===== src/rtl/bsg_mcl_arb_pkg.sv =====
// Shared types and width helpers for the manycore-link word arbiter.
//   arb_state_e  : arbiter FSM encoding (IDLE = arbitrate, BURST = grant locked)
//   safe_clog2   : index width that never collapses to zero bits
//   width_of     : bits needed to hold the value max_val itself (0..max_val)
package bsg_mcl_arb_pkg;

    typedef enum logic [0:0] {
        ARB_IDLE  = 1'b0,
        ARB_BURST = 1'b1
    } arb_state_e;

    function automatic int safe_clog2(input int n);
        return (n <= 1) ? 1 : $clog2(n);
    endfunction

    function automatic int width_of(input int max_val);
        return (max_val <= 1) ? 1 : $clog2(max_val + 1);
    endfunction

endpackage


===== src/rtl/bsg_mcl_word_arbiter_if.sv =====
// Word-path bundle between the host slot FIFOs, the arbiter and the SIPO.
//   v_i/data_i/ready_o      : per-requester word channel (requester -> arbiter)
//   v_o/data_o/ready_i      : merged word channel (arbiter -> SIPO)
//   grant_id_o              : requester owning the word on data_o
//   credit_return_i         : one packet retired for requester i
//   credits_o               : packed per-requester credit counts
//   busy_o                  : high while a packet burst is locked
//   dbg_state_o             : raw arbiter FSM state
// Handshake: a word moves on a cycle where valid and ready are both high;
// valid never waits on ready, ready may depend on valid.
// Modports: slave = arbiter side, master = requester/SIPO side.
interface bsg_mcl_word_arbiter_if
    import bsg_mcl_arb_pkg::*;
#(
    parameter int num_req_p         = 2,
    parameter int width_p           = 32,
    parameter int max_out_credits_p = 16
) ();

    localparam int gid_w_lp    = safe_clog2(num_req_p);
    localparam int credit_w_lp = width_of(max_out_credits_p);

    logic [num_req_p-1:0]             v_i;
    logic [num_req_p*width_p-1:0]     data_i;
    logic [num_req_p-1:0]             ready_o;
    logic                             v_o;
    logic [width_p-1:0]               data_o;
    logic                             ready_i;
    logic [gid_w_lp-1:0]              grant_id_o;
    logic [num_req_p-1:0]             credit_return_i;
    logic [num_req_p*credit_w_lp-1:0] credits_o;
    logic                             busy_o;
    logic [0:0]                       dbg_state_o;

    modport slave (
        input  v_i, data_i, ready_i, credit_return_i,
        output ready_o, v_o, data_o, grant_id_o, credits_o, busy_o, dbg_state_o
    );

    modport master (
        output v_i, data_i, ready_i, credit_return_i,
        input  ready_o, v_o, data_o, grant_id_o, credits_o, busy_o, dbg_state_o
    );

endinterface


===== src/rtl/bsg_counter_up_down.sv =====
// Saturating up/down counter used for per-requester packet credits.
//   clk_i, reset_n_i : clock, async active-low reset (count returns to init_val_p)
//   up_i, down_i     : increment / decrement amounts applied in the same cycle
//   count_o          : current count, 0..max_val_p
// Simultaneous up and down net out. An increment that would exceed
// max_val_p is clamped at max_val_p and flagged by a sim assertion.
module bsg_counter_up_down
    import bsg_mcl_arb_pkg::*;
#(
    parameter int max_val_p  = 16,
    parameter int init_val_p = 16,
    parameter int max_step_p = 1
) (
    input  logic                               clk_i,
    input  logic                               reset_n_i,
    input  logic [width_of(max_step_p)-1:0]    up_i,
    input  logic [width_of(max_step_p)-1:0]    down_i,
    output logic [width_of(max_val_p)-1:0]     count_o
);

    localparam int cnt_w_lp = width_of(max_val_p);
    localparam logic [cnt_w_lp:0]   max_lp  = (cnt_w_lp + 1)'(max_val_p);
    localparam logic [cnt_w_lp-1:0] init_lp = cnt_w_lp'(init_val_p);

    logic [cnt_w_lp-1:0] count_q, count_d;
    logic [cnt_w_lp:0]   sum;
    logic                overflow;

    // One extra bit so the pre-clamp value can exceed max_val_p and be seen.
    always_comb begin
        sum = {1'b0, count_q} + (cnt_w_lp + 1)'(up_i);
        if (sum < (cnt_w_lp + 1)'(down_i)) begin
            sum = '0;
        end else begin
            sum = sum - (cnt_w_lp + 1)'(down_i);
        end
        overflow = (sum > max_lp);
        count_d  = overflow ? max_lp[cnt_w_lp-1:0] : sum[cnt_w_lp-1:0];
    end

    always_ff @(posedge clk_i or negedge reset_n_i) begin
        if (!reset_n_i) begin
            count_q <= init_lp;
        end else begin
            count_q <= count_d;
        end
    end

    assign count_o = count_q;

    a_no_overflow: assert property (@(posedge clk_i) disable iff (!reset_n_i) !overflow)
        else $error("bsg_counter_up_down: increment past max_val_p");

endmodule


===== src/rtl/bsg_mcl_rr_pick.sv =====
// Rotating-priority picker.
//   eligible_i : request vector
//   rr_ptr_i   : index with highest priority this cycle
//   winner_o   : first eligible index at rr_ptr_i, rr_ptr_i+1, ... (wrapping)
//   found_o    : any request eligible
// Purely combinational; winner_o is 0 when nothing is eligible.
module bsg_mcl_rr_pick
    import bsg_mcl_arb_pkg::*;
#(
    parameter int num_req_p = 2
) (
    input  logic [num_req_p-1:0]             eligible_i,
    input  logic [safe_clog2(num_req_p)-1:0] rr_ptr_i,
    output logic [safe_clog2(num_req_p)-1:0] winner_o,
    output logic                             found_o
);

    localparam int id_w_lp = safe_clog2(num_req_p);

    always_comb begin
        int idx;
        idx      = 0;
        winner_o = '0;
        found_o  = 1'b0;
        for (int k = 0; k < num_req_p; k++) begin
            idx = int'(rr_ptr_i) + k;
            if (idx >= num_req_p) begin
                idx = idx - num_req_p;
            end
            if (!found_o && eligible_i[idx]) begin
                found_o  = 1'b1;
                winner_o = idx[id_w_lp-1:0];
            end
        end
    end

endmodule


===== src/rtl/bsg_mcl_word_arbiter.sv =====
// Shares one word path into the 32->128 SIPO among num_req_p host slot
// FIFOs. Once a requester's first word is accepted the grant is locked for
// beats_p words so packets never interleave. Each requester holds a credit
// count of outstanding packets; a requester at zero credits cannot start a
// new packet (a burst already in progress always completes).
//   clk_i, reset_n_i : clock, async active-low reset
//   bus (slave)      : word channels, grant id, credit returns/counts, busy
module bsg_mcl_word_arbiter
    import bsg_mcl_arb_pkg::*;
#(
    parameter int num_req_p         = 2,
    parameter int width_p           = 32,
    parameter int beats_p           = 4,
    parameter int max_out_credits_p = 16
) (
    input  logic                   clk_i,
    input  logic                   reset_n_i,
    bsg_mcl_word_arbiter_if.slave  bus
);

    localparam int gid_w_lp    = safe_clog2(num_req_p);
    localparam int beat_w_lp   = safe_clog2(beats_p);
    localparam int credit_w_lp = width_of(max_out_credits_p);

    localparam logic [0:0] STATE_IDLE  = ARB_IDLE;
    localparam logic [0:0] STATE_BURST = ARB_BURST;

    localparam logic [gid_w_lp-1:0]  last_req_lp  = gid_w_lp'(num_req_p - 1);
    localparam logic [beat_w_lp-1:0] last_beat_lp = beat_w_lp'(beats_p - 1);

    if (beats_p < 1) begin : g_bad_beats
        $error("bsg_mcl_word_arbiter: beats_p must be >= 1");
    end
    if (num_req_p < 1) begin : g_bad_reqs
        $error("bsg_mcl_word_arbiter: num_req_p must be >= 1");
    end

    logic [0:0]           state_q, state_d;
    logic [gid_w_lp-1:0]  gnt_q, gnt_d;
    logic [beat_w_lp-1:0] beat_cnt_q, beat_cnt_d;
    logic [gid_w_lp-1:0]  rr_ptr_q, rr_ptr_d;

    logic [num_req_p-1:0]             eligible;
    logic [num_req_p-1:0]             consume;
    logic [credit_w_lp-1:0]           credits [num_req_p];
    logic [num_req_p*credit_w_lp-1:0] credits_flat;
    logic [gid_w_lp-1:0]              winner;
    logic                             found;

    logic [gid_w_lp-1:0]  sel;
    logic                 v_out;
    logic [num_req_p-1:0] ready_out;

    for (genvar i = 0; i < num_req_p; i++) begin : g_credit
        bsg_counter_up_down #(
            .max_val_p  (max_out_credits_p),
            .init_val_p (max_out_credits_p),
            .max_step_p (1)
        ) u_credit (
            .clk_i     (clk_i),
            .reset_n_i (reset_n_i),
            .up_i      (bus.credit_return_i[i]),
            .down_i    (consume[i]),
            .count_o   (credits[i])
        );
        assign eligible[i] = bus.v_i[i] & (credits[i] != '0);
        assign credits_flat[i*credit_w_lp +: credit_w_lp] = credits[i];
    end

    bsg_mcl_rr_pick #(
        .num_req_p (num_req_p)
    ) u_pick (
        .eligible_i (eligible),
        .rr_ptr_i   (rr_ptr_q),
        .winner_o   (winner),
        .found_o    (found)
    );

    // While reset is held the outputs are forced idle so no requester sees
    // a ready it could mistake for an accepted word.
    always_comb begin
        state_d    = state_q;
        gnt_d      = gnt_q;
        beat_cnt_d = beat_cnt_q;
        rr_ptr_d   = rr_ptr_q;
        consume    = '0;
        sel        = '0;
        v_out      = 1'b0;
        ready_out  = '0;
        if (reset_n_i) begin
            if (state_q == STATE_IDLE) begin
                // Grant is not sticky here: the winner is re-picked every
                // cycle until its first word is accepted.
                if (found) begin
                    sel               = winner;
                    v_out             = 1'b1;
                    ready_out[winner] = bus.ready_i;
                    if (bus.ready_i) begin
                        consume[winner] = 1'b1;
                        rr_ptr_d        = (winner == last_req_lp) ? '0 : winner + 1'b1;
                        if (beats_p == 1) begin
                            beat_cnt_d = '0;
                        end else begin
                            beat_cnt_d = beat_w_lp'(1);
                            gnt_d      = winner;
                            state_d    = STATE_BURST;
                        end
                    end
                end
            end else begin
                // Locked: other requesters and gnt's own credit count are
                // ignored until the last word of the packet moves.
                sel              = gnt_q;
                v_out            = bus.v_i[gnt_q];
                ready_out[gnt_q] = bus.ready_i;
                if (v_out && bus.ready_i) begin
                    if (beat_cnt_q == last_beat_lp) begin
                        beat_cnt_d = '0;
                        state_d    = STATE_IDLE;
                    end else begin
                        beat_cnt_d = beat_cnt_q + 1'b1;
                    end
                end
            end
        end
    end

    always_ff @(posedge clk_i or negedge reset_n_i) begin
        if (!reset_n_i) begin
            state_q    <= STATE_IDLE;
            gnt_q      <= '0;
            beat_cnt_q <= '0;
            rr_ptr_q   <= '0;
        end else begin
            state_q    <= state_d;
            gnt_q      <= gnt_d;
            beat_cnt_q <= beat_cnt_d;
            rr_ptr_q   <= rr_ptr_d;
        end
    end

    assign bus.v_o         = v_out;
    assign bus.data_o      = bus.data_i[sel*width_p +: width_p];
    assign bus.ready_o     = ready_out;
    assign bus.grant_id_o  = sel;
    assign bus.credits_o   = credits_flat;
    assign bus.busy_o      = (state_q == STATE_BURST);
    assign bus.dbg_state_o = state_q;

    a_v_o_known: assert property (@(posedge clk_i) disable iff (!reset_n_i) !$isunknown(bus.v_o))
        else $error("bsg_mcl_word_arbiter: v_o unknown");

endmodule


===== src/flat_wrapper.sv =====
// flat-port wrapper written by rule: the top's interface ports become plain ports
module bsg_mcl_word_arbiter_flat import bsg_mcl_arb_pkg::*;
#(
    parameter int num_req_p         = 2,
    parameter int width_p           = 32,
    parameter int beats_p           = 4,
    parameter int max_out_credits_p = 16
)
  (clk_i, reset_n_i, bus_v_i, bus_data_i, bus_ready_i, bus_credit_return_i, bus_ready_o, bus_v_o, bus_data_o, bus_grant_id_o, bus_credits_o, bus_busy_o, bus_dbg_state_o);
  bsg_mcl_word_arbiter_if #(.num_req_p(num_req_p), .width_p(width_p), .max_out_credits_p(max_out_credits_p)) bus_i ();
  input  logic clk_i;
  input  logic reset_n_i;
  input wire logic [$bits(bus_i.v_i)-1:0] bus_v_i;
  input wire logic [$bits(bus_i.data_i)-1:0] bus_data_i;
  input wire logic [$bits(bus_i.ready_i)-1:0] bus_ready_i;
  input wire logic [$bits(bus_i.credit_return_i)-1:0] bus_credit_return_i;
  output wire logic [$bits(bus_i.ready_o)-1:0] bus_ready_o;
  output wire logic [$bits(bus_i.v_o)-1:0] bus_v_o;
  output wire logic [$bits(bus_i.data_o)-1:0] bus_data_o;
  output wire logic [$bits(bus_i.grant_id_o)-1:0] bus_grant_id_o;
  output wire logic [$bits(bus_i.credits_o)-1:0] bus_credits_o;
  output wire logic [$bits(bus_i.busy_o)-1:0] bus_busy_o;
  output wire logic [$bits(bus_i.dbg_state_o)-1:0] bus_dbg_state_o;
  assign bus_i.v_i = bus_v_i;
  assign bus_i.data_i = bus_data_i;
  assign bus_i.ready_i = bus_ready_i;
  assign bus_i.credit_return_i = bus_credit_return_i;
  assign bus_ready_o = bus_i.ready_o;
  assign bus_v_o = bus_i.v_o;
  assign bus_data_o = bus_i.data_o;
  assign bus_grant_id_o = bus_i.grant_id_o;
  assign bus_credits_o = bus_i.credits_o;
  assign bus_busy_o = bus_i.busy_o;
  assign bus_dbg_state_o = bus_i.dbg_state_o;
  bsg_mcl_word_arbiter #(.num_req_p(num_req_p), .width_p(width_p), .beats_p(beats_p), .max_out_credits_p(max_out_credits_p)) u_core (.clk_i(clk_i), .reset_n_i(reset_n_i), .bus(bus_i));
endmodule

===== config.mk =====
export PLATFORM = sky130hd
export DESIGN_NAME = bsg_mcl_word_arbiter_flat
export DESIGN_NICKNAME = d
export VERILOG_FILES = /design/src/rtl/bsg_mcl_arb_pkg.sv /design/src/rtl/bsg_mcl_word_arbiter_if.sv /design/src/rtl/bsg_counter_up_down.sv /design/src/rtl/bsg_mcl_rr_pick.sv /design/src/rtl/bsg_mcl_word_arbiter.sv /design/src/flat_wrapper.sv
export SDC_FILE = /design/constraint.sdc
export NUM_CORES = 1
export LEC_CHECK = 0
export ABC_AREA = 1
export CAP_MARGIN = 20
export CORE_MARGIN = 2
export CORE_UTILIZATION = 37
export DETAILED_ROUTE_END_ITERATION = 10
export GPL_TIMING_DRIVEN = 0
export PLACE_DENSITY = 0.87
export SETUP_SLACK_MARGIN = 0.4
export SLEW_MARGIN = 20
export SYNTH_ARGS = -nofsm -noshare
export SYNTH_HDL_FRONTEND = slang
export SYNTH_SLANG_ARGS = --single-unit

===== constraint.sdc =====
create_clock -name clk_i -period 3.3 [get_ports clk_i]
set_input_delay 0.66 -clock clk_i [delete_from_list [all_inputs] [get_ports clk_i]]
set_output_delay 0.66 -clock clk_i [all_outputs]
set_load 0.1 [all_outputs]

Word level (Yosys, flattened, before mapping)

Cells that the tools add are included.

Add/subtract/negate cells: 9
Order comparisons: 12
Equality and inequality tests: 2
Shift-type cells: 1
Mux-type cells: 46
Bitwise gates (word level): 5
Reduce and logical (&&, ||, !) cells: 11

Operators by type and width:

| kind                                                          | count |
|---|---|
| < comparator 32 x 3 -> 1 bit, second input constant           | 2 |
| two-way mux 32 bit                                            | 2 |
| variable part select 64 x 7 -> 32 bit                         | 1 |
| two-way mux 1 bit                                             | 26 |
| two-way mux 2 bit                                             | 12 |
| adder 5 x 1 -> 6 bit                                          | 2 |
| greater-than comparator 6 x 5 -> 1 bit, second input constant | 2 |
| < comparator 6 x 1 -> 1 bit                                   | 2 |
| two-way mux 6 bit                                             | 2 |
| subtractor 6 x 1 -> 6 bit                                     | 2 |
| two-way mux 5 bit                                             | 2 |
| nonzero test 5 bit                                            | 2 |
| AND reduction 4 bit                                           | 2 |
| bitwise AND 2 bit                                             | 2 |
| logical AND 1 bit                                             | 4 |
| < comparator 1 x 2 -> 1 bit, second input constant            | 2 |
| nonzero test 2 bit                                            | 2 |
| subtractor 1 x 2 -> 3 bit, second input constant              | 1 |
| subtractor 2 x 2 -> 3 bit, second input constant              | 1 |
| adder 1 x 1 -> 2 bit, second input constant                   | 1 |
| adder 2 x 1 -> 2 bit, second input constant                   | 1 |
| bitwise AND 1 bit                                             | 2 |
| demux 1 bit (select 1 bit)                                    | 2 |
| equality test 2 bit, second input constant                    | 1 |
| 7 further kinds                                               | 8 |

Flip-flop bits (word level): 15
Bits of input ports: 71
Output and inout bits: 48
Word-level logic and storage cells: 92

Longest topological paths before layout

Depth after elaboration: 21
Mapped depth: 18
Mapped depth without buffers: 18

Cells and area by module

Synthesis repeated with hierarchy kept, for this count alone.

Cells, all modules: 319
Area, all modules: 1983.2 um^2

By module, submodules not included:

| module               | instances | cells each | area each (um^2) | seq. area each (um^2) |
|---|---|---|---|---|
| bsg_counter_up_down  | 2         | 73         | 518.0            | 126.4 |
| bsg_mcl_word_arbiter | 1         | 169        | 928.4            | 125.1 |
| bsg_mcl_rr_pick      | 1         | 4          | 18.8             | 0.0 |

Worst setup path before layout

Ideal clock, no wire load.

Path kind: register to output
Start: register u_core.state_q, in the netlist u_core.bus.busy_o
End: output bus_ready_o[0]
Data arrival time: 3.474 ns
Data required time: 2.640 ns
Slack: -0.834 ns
Cell stages (with the launch flop): 5
Path buffers: 0
Cell sequence: dfrtp_1 > inv_1 > nor2_1 > inv_1 > o21ai_0

Longest elaborated chain between the ends: 2

Ends and longest elaborated chain:

| what                   | line                        | RTL |
|---|---|---|
| from (decl)            | bsg_mcl_word_arbiter.sv:38  | `logic [0:0] state_q, state_d;` |
| from (signal assigned) | bsg_mcl_word_arbiter.sv:135 | `state_q <= state_d;` |
| two-way mux 2 bit      | bsg_mcl_word_arbiter.sv:91  | `if (state_q == STATE_IDLE) begin` |
| two-way mux 2 bit      | bsg_mcl_word_arbiter.sv:90  | `if (reset_n_i) begin` |
| to (decl)              | flat_wrapper.sv:17          | `output wire logic [$bits(bus_i.ready_o)-1:0] bus_ready_o;` |

No other way between the ends.

Worst setup path after layout

Start: register u_core.g_credit[1].u_credit.count_q[4]
End: output bus_data_o[9]

Longest elaborated chain between the ends: 13
Elaborated cells on any way between the ends: 18
Classes of those cells: shift (1); mux (13); bitwise (1); reduce/logical (3)

Ends and longest elaborated chain:

| what                                                 | line                        | RTL |
|---|---|---|
| from (decl)                                          | bsg_counter_up_down.sv:25   | `logic [cnt_w_lp-1:0] count_q, count_d;` |
| from (signal assigned)                               | bsg_counter_up_down.sv:43   | `count_q <= init_lp;` |
| from (signal assigned)                               | bsg_counter_up_down.sv:45   | `count_q <= count_d;` |
| nonzero test 5 bit (*)                               | bsg_mcl_word_arbiter.sv:66  | `assign eligible[i] = bus.v_i[i] & (credits[i] != '0);` |
| bitwise AND 1 bit (*)                                | bsg_mcl_word_arbiter.sv:66  |  |
| two-way mux 1 bit (implied by the code) (3 in a row) | bsg_mcl_rr_pick.sv:30       | `if (!found_o && eligible_i[idx]) begin` |
| two-way mux 1 bit                                    | bsg_mcl_rr_pick.sv:30       |  |
| zero test 1 bit                                      | bsg_mcl_rr_pick.sv:30       |  |
| logical AND 1 bit                                    | bsg_mcl_rr_pick.sv:30       |  |
| two-way mux 1 bit                                    | bsg_mcl_rr_pick.sv:30       |  |
| two-way mux 1 bit (*)                                | bsg_mcl_word_arbiter.sv:94  | `if (found) begin` |
| two-way mux 1 bit (*)                                | bsg_mcl_word_arbiter.sv:91  |  |
| two-way mux 1 bit (*)                                | bsg_mcl_word_arbiter.sv:90  |  |
| variable part select 64 x 7 -> 32 bit (*)            | bsg_mcl_word_arbiter.sv:143 | `assign bus.data_o = bus.data_i[sel*width_p +: width_p];` |
| to (decl)                                            | flat_wrapper.sv:19          | `output wire logic [$bits(bus_i.data_o)-1:0] bus_data_o;` |

Mark *: on every way between the ends. The rest lies on a longest branch, timed or not. The select of a mux whose other input is x is not followed.

==> results.json <==
{
  "gp_congestion": 0.840,
  "yosysTopAreaCell": "nand2_1",
  "avgSynthCellArea_um2": 5.62,
  "finalCritPeriodShare_pct": 85.9,
  "drv_cap": 0,
  "end_kind": "output pin",
  "r2r_start": "u_core.g_credit[0].u_credit.count_o[4]",
  "synth_edf_count": 0,
  "reg2reg_slack_ns": 0.87,
  "power_uw": 3490,
  "yosysSeqAreaShare_pct": 23.8,
  "maxSlewViolCount": 0,
  "crit_path_frequent_cell": "nand2_2",
  "place_inst": 451,
  "async_flop_share_pct": 100,
  "drive_gt1_share_pct": 26.3,
  "critPathMaxStageDelay_ns": 0.62,
  "vdd_drop_max_uv": 734,
  "synth.distinct_cells": 23,
  "fp.dieH_um": 69.6,
  "fin_skew_ns": 0.00331,
  "antenna_found_initial": 0,
  "antennaDiodeCount": 0,
  "hp-class": "in2async",
  "via_count": 2276,
  "cts-root-buf": "clkbuf_8",
  "p_leak_uw": 0.00169,
  "fmax_mhz": 353,
  "drt_iter0_drc": 96,
  "synth_flop_cell": "dfrtp_1",
  "intPower_uw": 1280,
  "ant_nets": 0,
  "power_density_mw_per_mm2": 1040,
  "initial_core_util_pct": 39.2,
  "final_cell_count_no_fill": 457,
  "synth.cells.most_frequent": "nand2_1, inv_1, nor2_1, nand3_1, dfrtp_1",
  "critPathArrivalTime_ns": 2.18,
  "slew_headroom_pct": 34.1,
  "placementRows": 23,
  "dpl.hpwl_mm": 5.03,
  "p_switching_uw": 2210,
  "fin_crit_ns": 2.84,
  "fin_nets": 488,
  "synth_seq_cells": 15,
  "die_area_mm2": 0.00484,
  "yosysWarningCount": 0,
  "status": "complete, no violations",
  "post-synth-top-count-cell": "nand2_1",
  "setup_ws_ns": 0.465,
  "track_usage_pct": 27.4,
  "syn_to_final_growth_pct": 112,
  "coreArea_mm2": 0.00406,
  "drt-vias-per-instance": 4.98,
  "clock_path_buffers": 2,
  "grt_max_degree": 19,
  "r2r_end": "u_core.g_credit[0].u_credit.count_o[0]",
  "wl_per_cell_um": 15.8,
  "preCtsSetupSlack_ns": -1.01,
  "grt_first_pass_wirelength_mm": 10.7,
  "tightest_slew_ns": 0.986,
  "synth_nets": 363,
  "cp_max_fo": 10,
  "synthTopCellsByArea": "nand2_1, dfrtp_1, inv_1",
  "power.share.sequential_pct": 10.9,
  "clkTransAtPathRegs_ns": 0.06,
  "chipWidth_um": 69.6,
  "syn_inst": 283,
  "path_class": "reg2out",
  "required_ns": 2.64,
  "ios": 119,
  "gr-total-overflow": 0,
  "cp-start-kind": "register",
  "port_buffers": 118,
  "synth.cell_area_mm2": 0.00159,
  "worst_path_max_delay_cell": "dfstp_4",
  "grt_pass1_vias": 2186,
  "comb_power_share_pct": 84.7,
  "clkLatencyLatePin_ns": 0.25,
  "rr_worst_depth": 17,
  "route.detailed.drc": 0,
  "final_hold_viol_count": 0,
  "yosys.area.top_type_share_pct": 36.3,
  "tns_ns": 0,
  "routed_wl_mm": 7.22,
  "pwr-share-clk_pct": 4.4,
  "cts_sinks": 15,
  "drt_first_pass_iters": 4,
  "rsz0062_at_grt": "yes",
  "cp_cell_sequence": "inv_2 -> nand4_1 -> nand2_2 -> o21bai_4 -> nand2_2 -> nand3_4 -> inv_6 -> buf_6 -> nand2_1 -> nand2_2 -> buf_12",
  "htreeDepth": 1,
  "sw_frac_of_total_pct": 63.3,
  "setup_violations": 0,
  "cts_tree": "done",
  "cts_buffers": 3
}
==> per-layer routing <==
metal  global-route usage, %  vias up  part of all wire, %
li1                        -     1116                    -
met1                    29.8     1033                   35
met2                    51.6      104                   54
met3                    4.65       23                  6.0
met4                    12.0        0                  4.2
met5                       0        -                    0
==> area by class of cell <==
| cell class | count | area (um2) |
|---|---|---|
| fillers | 244 | 684 |
| flip-flops and latches | 15 | 390 |
| multi-input cells | 227 | 1200 |
| clock buffers | 4 | 45.0 |
| repair buffers | 120 | 1470 |
| inverters | 34 | 133 |
| well taps | 50 | 62.6 |
| plain buffers | 7 | 75.1 |
==> logic make-up after synthesis <==
family	Yosys count	synth area share, %
buf+inv	41	10.9
fa+ha+maj	9	7.08
simple gates	197	49.5
xor+xnor	3	1.65
compound gates	18	7.16
flops	15	23.8
==> per-stage QoR <==
stage,utilization [%],hold slack (ns),cell area (um2)
floorplan,-,0.364,1740
global placement,73.6,0.476,2990
detailed placement,73.6,0.504,2990
CTS,80.6,0.466,3270
global route,83.1,0.369,3370
finish,83.1,0.337,3370
==> power by group through the flow <==
stage | clock network (uW) | registers (uW) | logic, uW
floorplan | 0 | 780 | 1600
finish | 154 | 381 | 2960
global route | 160 | 391 | 3090
detailed placement | 0 | 379 | 2590
global placement | 0 | 376 | 2560
CTS | 152 | 379 | 2840
==> how the worst max path moves through the flow <==
stage / start / to / slack [ns]
2_1_floorplan: u_core.bus.busy_o / bus_ready_o[0] / 0.44
3_3_place_gp: reset_n_i / bus_data_o[10] / -1.0
3_5_place_dp: reset_n_i / bus_data_o[27] / -1.01
4_1_cts: bus_v_i[1] / bus_data_o[31] / 0.34
5_1_grt: u_core.g_credit[1].u_credit.count_o[4] / bus_data_o[19] / 0.38
6_report: u_core.g_credit[1].u_credit.count_o[4] / bus_data_o[9] / 0.46
==> critical path, delay by kind of cell (launching register included) <==
family / cells / cell delay (ns)
DFF: 1 / 0.62
and+or+nand+nor: 6 / 0.57
buffers and inverters: 4 / 0.52
AOI/OAI and AO/OA: 1 / 0.19
==> flip-flops by register name (all words and copies together) (netlist names) <==
register / cells
u_core.g_credit.u_credit.count_o: 10
u_core.beat_cnt_q: 2
u_core.bus.busy_o: 1
u_core.gnt_q: 1
u_core.rr_ptr_q: 1
==> cell usage in the layout (no fill, tap or decap), drive strengths merged, types with 4 or more instances in the layout <==
cell type      count
a21oi              7
buf               45
clkbuf             4
clkdlybuf4s50     79
dfrtp             13
ha                 9
inv               34
nand2            156
nand3             16
nand4              5
nor2              18
o21ai              9
==> timing repair <==
| item | in CTS | in global routing |
|---|---|---|
| pin swaps | 0 | 1 |
| hold buffers | 0 | 0 |
| gates cloned | 1 | 0 |
| setup endpoints to repair | 46 | 44 |
| setup buffers | 0 | 1 |
| gates resized for setup | 296 | 33 |
(Power assumes the default switching activity.)
